### config.mk
export PLATFORM = sky130hd
export DESIGN_NAME = hi_sim_tx_scheduler
export DESIGN_NICKNAME = d
export VERILOG_FILES = /design/src/rtl/hi_sim_tx_scheduler.sv
export SDC_FILE = /design/constraint.sdc
export NUM_CORES = 1
export LEC_CHECK = 0
export CORE_AREA = 4 4 181 183
export CTS_BUF_LIST = sky130_fd_sc_hd__clkbuf_4
export CTS_CLUSTER_SIZE = 40
export DETAILED_ROUTE_END_ITERATION = 10
export DIE_AREA = 0 0 185 187
export PLACE_DENSITY_LB_ADDON = 0.15
export SLEW_MARGIN = 20
export SYNTH_ARGS = -nofsm -noshare
export SYNTH_HDL_FRONTEND = slang
export SYNTH_SLANG_ARGS = --single-unit
export TNS_END_PERCENT = 30
### constraint.sdc
create_clock -name ck_1356meg -period 4.95 [get_ports ck_1356meg]
set_input_delay 1.2375 -clock ck_1356meg [delete_from_list [all_inputs] [get_ports ck_1356meg]]
set_output_delay 1.2375 -clock ck_1356meg [all_outputs]
set_load 0.05 [all_outputs]
### src/rtl/hi_sim_tx_scheduler.sv
`default_nettype none
// ============================================================================
// Module      : hi_sim_tx_scheduler
// Description : ISO 14443-A tag-simulator transmit sequencer. Byte FIFO,
//               frame-delay wait after reader EOF, then SOF / Manchester data
//               / EOF on an fc/16 subcarrier load-modulation output.
//               Optional odd parity per byte: define HI_SIM_TX_PARITY_EN.
// Revision    : 1.0  initial release
// ============================================================================
module hi_sim_tx_scheduler #(
    parameter int DEPTH = 32,
    parameter int FDT_W = 16
) (
    input  logic                     ck_1356meg,
    input  logic                     rst_n,
    input  logic                     wr_en,
    input  logic [7:0]               wr_data,
    input  logic                     clr,
    input  logic                     arm,
    input  logic                     trigger,
    input  logic [FDT_W-1:0]         fdt,
    output logic                     mod_out,
    output logic                     busy,
    output logic                     done,
    output logic                     armed,
    output logic [$clog2(DEPTH):0]   level,
    output logic                     overflow
);

    localparam int             C_AW   = $clog2(DEPTH);
    localparam logic [C_AW:0]  C_FULL = (C_AW+1)'(DEPTH);
`ifdef HI_SIM_TX_PARITY_EN
    localparam logic [3:0]     C_LAST_BIT = 4'd8;
`else
    localparam logic [3:0]     C_LAST_BIT = 4'd7;
`endif

    typedef enum logic [2:0] {
        S_IDLE  = 3'd0,
        S_ARMED = 3'd1,
        S_DELAY = 3'd2,
        S_SOF   = 3'd3,
        S_DATA  = 3'd4,
        S_EOF   = 3'd5
    } state_t;

    // FIFO storage and bookkeeping
    logic [7:0]       r_mem [DEPTH];
    logic [C_AW-1:0]  r_wr_ptr, r_rd_ptr;
    logic [C_AW:0]    r_count;
    logic             r_overflow;

    // Sequencer state
    state_t           r_state, w_state_nxt;
    logic [6:0]       r_phase, w_phase_nxt;
    logic [3:0]       r_bit_idx, w_bit_idx_nxt;
    logic [8:0]       r_shift, w_shift_nxt;
    logic [FDT_W-1:0] r_delay, w_delay_nxt;
    logic             r_busy, w_busy_nxt;
    logic             r_done, w_done_nxt;
    logic             r_mod, w_mod_nxt;

    logic             w_pop, w_full, w_wr_ok;
    logic [7:0]       w_head;
    logic [8:0]       w_load;
    logic [FDT_W-1:0] w_delay_dec;
    logic             w_bitval, w_active;

    assign w_head      = r_mem[r_rd_ptr];
    assign w_full      = (r_count == C_FULL);
    assign w_wr_ok     = wr_en && (!w_full || w_pop);
    assign w_delay_dec = r_delay - 1'b1;
`ifdef HI_SIM_TX_PARITY_EN
    // Odd parity: bit is 1 when the byte holds an even number of ones
    assign w_load = {~^w_head, w_head};
`else
    assign w_load = {1'b0, w_head};
`endif

    // Next-state, datapath and look-ahead modulation for the next cycle
    always_comb begin
        w_state_nxt   = r_state;
        w_phase_nxt   = r_phase;
        w_bit_idx_nxt = r_bit_idx;
        w_shift_nxt   = r_shift;
        w_delay_nxt   = r_delay;
        w_busy_nxt    = r_busy;
        w_done_nxt    = 1'b0;
        w_pop         = 1'b0;
        if (clr) begin
            w_state_nxt = S_IDLE;
            w_busy_nxt  = 1'b0;
            w_phase_nxt = 7'd0;
        end else begin
            case (r_state)
                S_IDLE: begin
                    if (arm && (r_count != '0)) w_state_nxt = S_ARMED;
                end
                S_ARMED: begin
                    if (trigger) begin
                        w_delay_nxt = fdt;
                        w_busy_nxt  = 1'b1;
                        w_phase_nxt = 7'd0;
                        // A zero delay starts SOF on the very next cycle
                        w_state_nxt = (fdt == '0) ? S_SOF : S_DELAY;
                    end
                end
                S_DELAY: begin
                    w_delay_nxt = w_delay_dec;
                    if (w_delay_dec == '0) begin
                        w_state_nxt = S_SOF;
                        w_phase_nxt = 7'd0;
                    end
                end
                S_SOF: begin
                    w_phase_nxt = r_phase + 7'd1;
                    if (r_phase == 7'd127) begin
                        w_bit_idx_nxt = 4'd0;
                        if (r_count != '0) begin
                            w_state_nxt = S_DATA;
                            w_shift_nxt = w_load;
                        end else begin
                            w_state_nxt = S_EOF;
                        end
                    end
                end
                S_DATA: begin
                    w_phase_nxt = r_phase + 7'd1;
                    // Byte was latched one cycle early; retire it from the FIFO now
                    if ((r_phase == 7'd0) && (r_bit_idx == 4'd0)) w_pop = 1'b1;
                    if (r_phase == 7'd127) begin
                        if (r_bit_idx == C_LAST_BIT) begin
                            w_bit_idx_nxt = 4'd0;
                            if (r_count != '0) w_shift_nxt = w_load;
                            else               w_state_nxt = S_EOF;
                        end else begin
                            w_bit_idx_nxt = r_bit_idx + 4'd1;
                            w_shift_nxt   = r_shift >> 1;
                        end
                    end
                end
                S_EOF: begin
                    w_phase_nxt = r_phase + 7'd1;
                    if (r_phase == 7'd127) begin
                        w_state_nxt = S_IDLE;
                        w_done_nxt  = 1'b1;
                        w_busy_nxt  = 1'b0;
                    end
                end
                default: w_state_nxt = S_IDLE;
            endcase
        end
        // Modulation is computed from next-cycle values so the register has no lag
        w_active  = (w_state_nxt == S_SOF) || (w_state_nxt == S_DATA);
        w_bitval  = (w_state_nxt == S_SOF) ? 1'b1 : w_shift_nxt[0];
        w_mod_nxt = w_active && (w_phase_nxt[6] != w_bitval) && !w_phase_nxt[3];
    end

    // Sequencer state register
    always_ff @(posedge ck_1356meg or negedge rst_n) begin
        if (!rst_n) begin
            r_state   <= S_IDLE;
            r_phase   <= 7'd0;
            r_bit_idx <= 4'd0;
            r_shift   <= 9'd0;
            r_delay   <= '0;
            r_busy    <= 1'b0;
            r_done    <= 1'b0;
            r_mod     <= 1'b0;
        end else begin
            r_state   <= w_state_nxt;
            r_phase   <= w_phase_nxt;
            r_bit_idx <= w_bit_idx_nxt;
            r_shift   <= w_shift_nxt;
            r_delay   <= w_delay_nxt;
            r_busy    <= w_busy_nxt;
            r_done    <= w_done_nxt;
            r_mod     <= w_mod_nxt;
        end
    end

    // FIFO pointers, occupancy and sticky overflow; clr flushes everything
    always_ff @(posedge ck_1356meg or negedge rst_n) begin
        if (!rst_n) begin
            r_wr_ptr   <= '0;
            r_rd_ptr   <= '0;
            r_count    <= '0;
            r_overflow <= 1'b0;
        end else if (clr) begin
            r_wr_ptr   <= '0;
            r_rd_ptr   <= '0;
            r_count    <= '0;
            r_overflow <= 1'b0;
        end else begin
            if (w_wr_ok) r_wr_ptr <= r_wr_ptr + 1'b1;
            if (w_pop)   r_rd_ptr <= r_rd_ptr + 1'b1;
            if (w_wr_ok && !w_pop)      r_count <= r_count + 1'b1;
            else if (!w_wr_ok && w_pop) r_count <= r_count - 1'b1;
            if (wr_en && !w_wr_ok) r_overflow <= 1'b1;
        end
    end

    // FIFO storage write port (data needs no reset)
    always_ff @(posedge ck_1356meg) begin
        if (w_wr_ok && !clr) r_mem[r_wr_ptr] <= wr_data;
    end

    assign mod_out  = r_mod;
    assign busy     = r_busy;
    assign done     = r_done;
    assign armed    = (r_state == S_ARMED);
    assign level    = r_count;
    assign overflow = r_overflow;

endmodule
`default_nettype wire
==> results.cfg <==
[floorplan]
ioPinCount = 41
row_count = 65
die_h_um = 187
start_util_pct = 44.4
fp.coreArea_um2 = 31200
die-area_um2 = 34600
die_x_um = 185

[setup_path]
worstPathRequired_ps = 5260
reg2reg_slack_ps = 960
worst_r2r_path_depth = 8
critPathKind = flop to flop
r2r-start = r_state[2]$_DFF_PN0_
cp_data_arrival_time_ps = 4300
startpoint_type = flop
critPathMaxFanout = 16
rr_endpoint = r_mem[7][7]$_DFFE_PP_
end_kind = flop

[timing]
final.min_clock_period_ps = 3990
maxSlewViolCount = 0
tightestPinTransition_ps = 1050
period_share_pct = 80.6
finalHoldViolations = 0
slew_headroom_pct = 29.7
finClkSkew_ps = 62.5
rsz0062_at_grt = no
clock.fmax_mhz = 251
setup_viol = 0
fin_setup_tns_ps = 0

[yosys]
synthCells = 893
yosys_most_used_dff = edfxtp_1
avgSynthCellArea_um2 = 15.5
syn_area_um2 = 13900
synth-warning-count = 0
synth_edf_count = 256
async_reset_ff_share_pct = 18.7
syn_nets = 939
synth_cell_types = 77
ys_seq_area_share_pct = 66.1
ys_ff_latch = 315

[job]
cap_violations = 0

[detailed_routing]
ant_nets = 0
drc = 0
dr.pass1.iters = 5
drt-wirelength-per-cell_um = 22.0
num_vias = 8167
finalWirelength_mm = 32.0
drt-initial-drc-count = 599
vias_per_cell = 5.61

[cts]
clock-root-buffer = clkbuf_4
cts_resized = 0
numCtsBuffers = 84
hold_buffers = 0
cts_buffer_depth = 3
htreeDepth = 3
post_cts_buffers = 0
cts_sinks = 315
cts.clk_slew.worst_paths_ps = 60
clk_latency_ps = 730
tritoncts = built

[global_route]
grt_overflow = 0
grt_pass1_vias = 8566
grt_pass1_wl_mm = 49.7
grt_use_total_pct = 18.9
grt_max_degree = 49
antenna_found_initial = 2

[power]
p_seq_share_pct = 51.1
vdd_ir_drop_max_v = 0.000171
swShare_pct = 27.6
clkPwrFrac_pct = 36.5
power.density_nw_per_um2 = 387
p_switching_mw = 1.68
combPwrFrac_pct = 12.4
p_leak_nw = 5.34
p_int_mw = 4.42

[worst_hold_path]
hold_class = primary input to async pin

[place]
place_area_um2 = 14700
numPortBuffers = 40
place.gp.congestion = 0.824
dp_hpwl_mm = 19.9

[finish]
nFillCells = 2690
drive_gt1_share_pct = 23.8
nets = 1038
final_cell_area_um2 = 15800
area_growth_pct = 13.6

[status]
status = complete, no violations
[how the worst max path moves through the flow]
stage	from	endpoint	slack (ps)
5_1_grt	r_state[2]$_DFF_PN0_	r_mem[11][6]$_DFFE_PP_	590
6_report	r_state[2]$_DFF_PN0_	r_mem[7][7]$_DFFE_PP_	960
4_1_cts	r_state[2]$_DFF_PN0_	r_mem[7][7]$_DFFE_PP_	940
3_5_place_dp	clr	r_mem[18][2]$_DFFE_PP_	880
2_1_floorplan	level[0]$_DFFE_PN0P_	level[5]$_DFFE_PN0P_	1780
3_3_place_gp	clr	r_mem[23][2]$_DFFE_PP_	930
[synth_stat cells (all sizes together), types with 5 or more instances]
cell	instances	area [µm²]
edfxtp	256	7690
nor2	94	353
mux4	79	1780
dfrtp	59	1480
a21oi	47	243
o21ai	33	165
clkbuf	32	120
nand2	32	123
inv	25	93.8
buf	21	115
nor3	19	100
ha	15	188
nand3	13	65.1
mux2i	12	120
a31oi	9	62.6
nor4	9	62.6
xnor2	9	78.8
nor2b	8	50.1
or3	8	50.1
and2	6	37.5
and3	6	37.5
xor2	6	52.6
nand4	5	31.3
o221ai	5	43.8
o22a	5	43.8
[worst max-delay path: stages (launching register included)]
cell	delay (ps)
dfrtp_1	610
nor4b_1	530
nand3_1	440
nor2_1	250
o21ai_1	100
buf_4	170
nor2_1	330
nand2_1	450
nor2_1	710
[stage by stage]
step	hold WS (ps)	power [mW]	utilization, %	instances	setup slack (ps)
after floorplan	479	3.68	-	893	1780
after global placement	492	3.93	47.2	1308	927
after detailed placement	489	3.93	47.2	1308	877
after CTS	335	6.18	50.5	1453	944
after global routing	341	6.44	50.5	1455	589
final	402	6.10	50.5	1455	962
[sequential cells by signal (all words and copies together) (netlist names)]
register,flops
r_mem,256
busy,1
r_bit_idx,4
r_state,3
r_rd_ptr,5
done,1
r_delay,16
mod_out,1
overflow,1
r_shift,9
r_wr_ptr,5
level,6
r_phase,7
[layout by cell type, fill, tap and decap left out, types with 25 or more instances in the layout]
master / synthesis / layout
a21oi_1: 45 / 45
clkbuf_4: 0 / 112
dfrtp_1: 59 / 57
clkdlybuf4s50_1: 0 / 37
inv_1: 25 / 25
nor2_1: 94 / 94
buf_4: 2 / 26
o21ai_0: 31 / 31
edfxtp_1: 256 / 256
nand2_1: 31 / 31
mux4_2: 79 / 79
clkinv_1: 0 / 25
[kinds of logic (layout without fill, tap and decap cells)]
logic type	after synthesis	after routing	share of synthesized area, %
flip-flops	315	315	66.1
AND/OR/NAND/NOR	228	228	8.23
other	0	2	0
buffers and inverters	78	236	2.37
adder cells (fa/ha/maj)	16	16	1.50
multiplexers	93	93	13.9
AO/OA/AOI/OAI	148	148	7.03
XOR/XNOR	15	15	0.947
[power groups by stage]
stage	registers, mW	clock network, mW	logic [mW]
5_1_grt	3.14	2.46	0.842
4_1_cts	3.12	2.30	0.760
3_5_place_dp	3.17	0	0.757
6_report	3.12	2.22	0.755
3_3_place_gp	3.17	0	0.753
2_1_floorplan	3.18	0	0.503
[layout make-up]
cell class | count | area, µm² | area share [%]
Sequential cell | 315 | 9170 | 58.2
Multi-Input combinational cell | 500 | 4380 | 27.8
Clock buffer | 112 | 841 | 5.33
Timing Repair Buffer | 66 | 581 | 3.68
Tap cell | 402 | 503 | 3.19
Clock inverter | 33 | 190 | 1.21
Inverter | 25 | 93.8 | 0.595
Antenna cell | 2 | 5.00 | 0.0318
[metal layers]
metal	vias up	share of wire, %	global-route usage [%]
met1	4104	43	25.1
met4	0	2.3	6.44
met3	54	6.6	5.08
met5	-	0	0
li1	3767	-	-
met2	242	48	30.4
(Power assumes the default switching activity.)
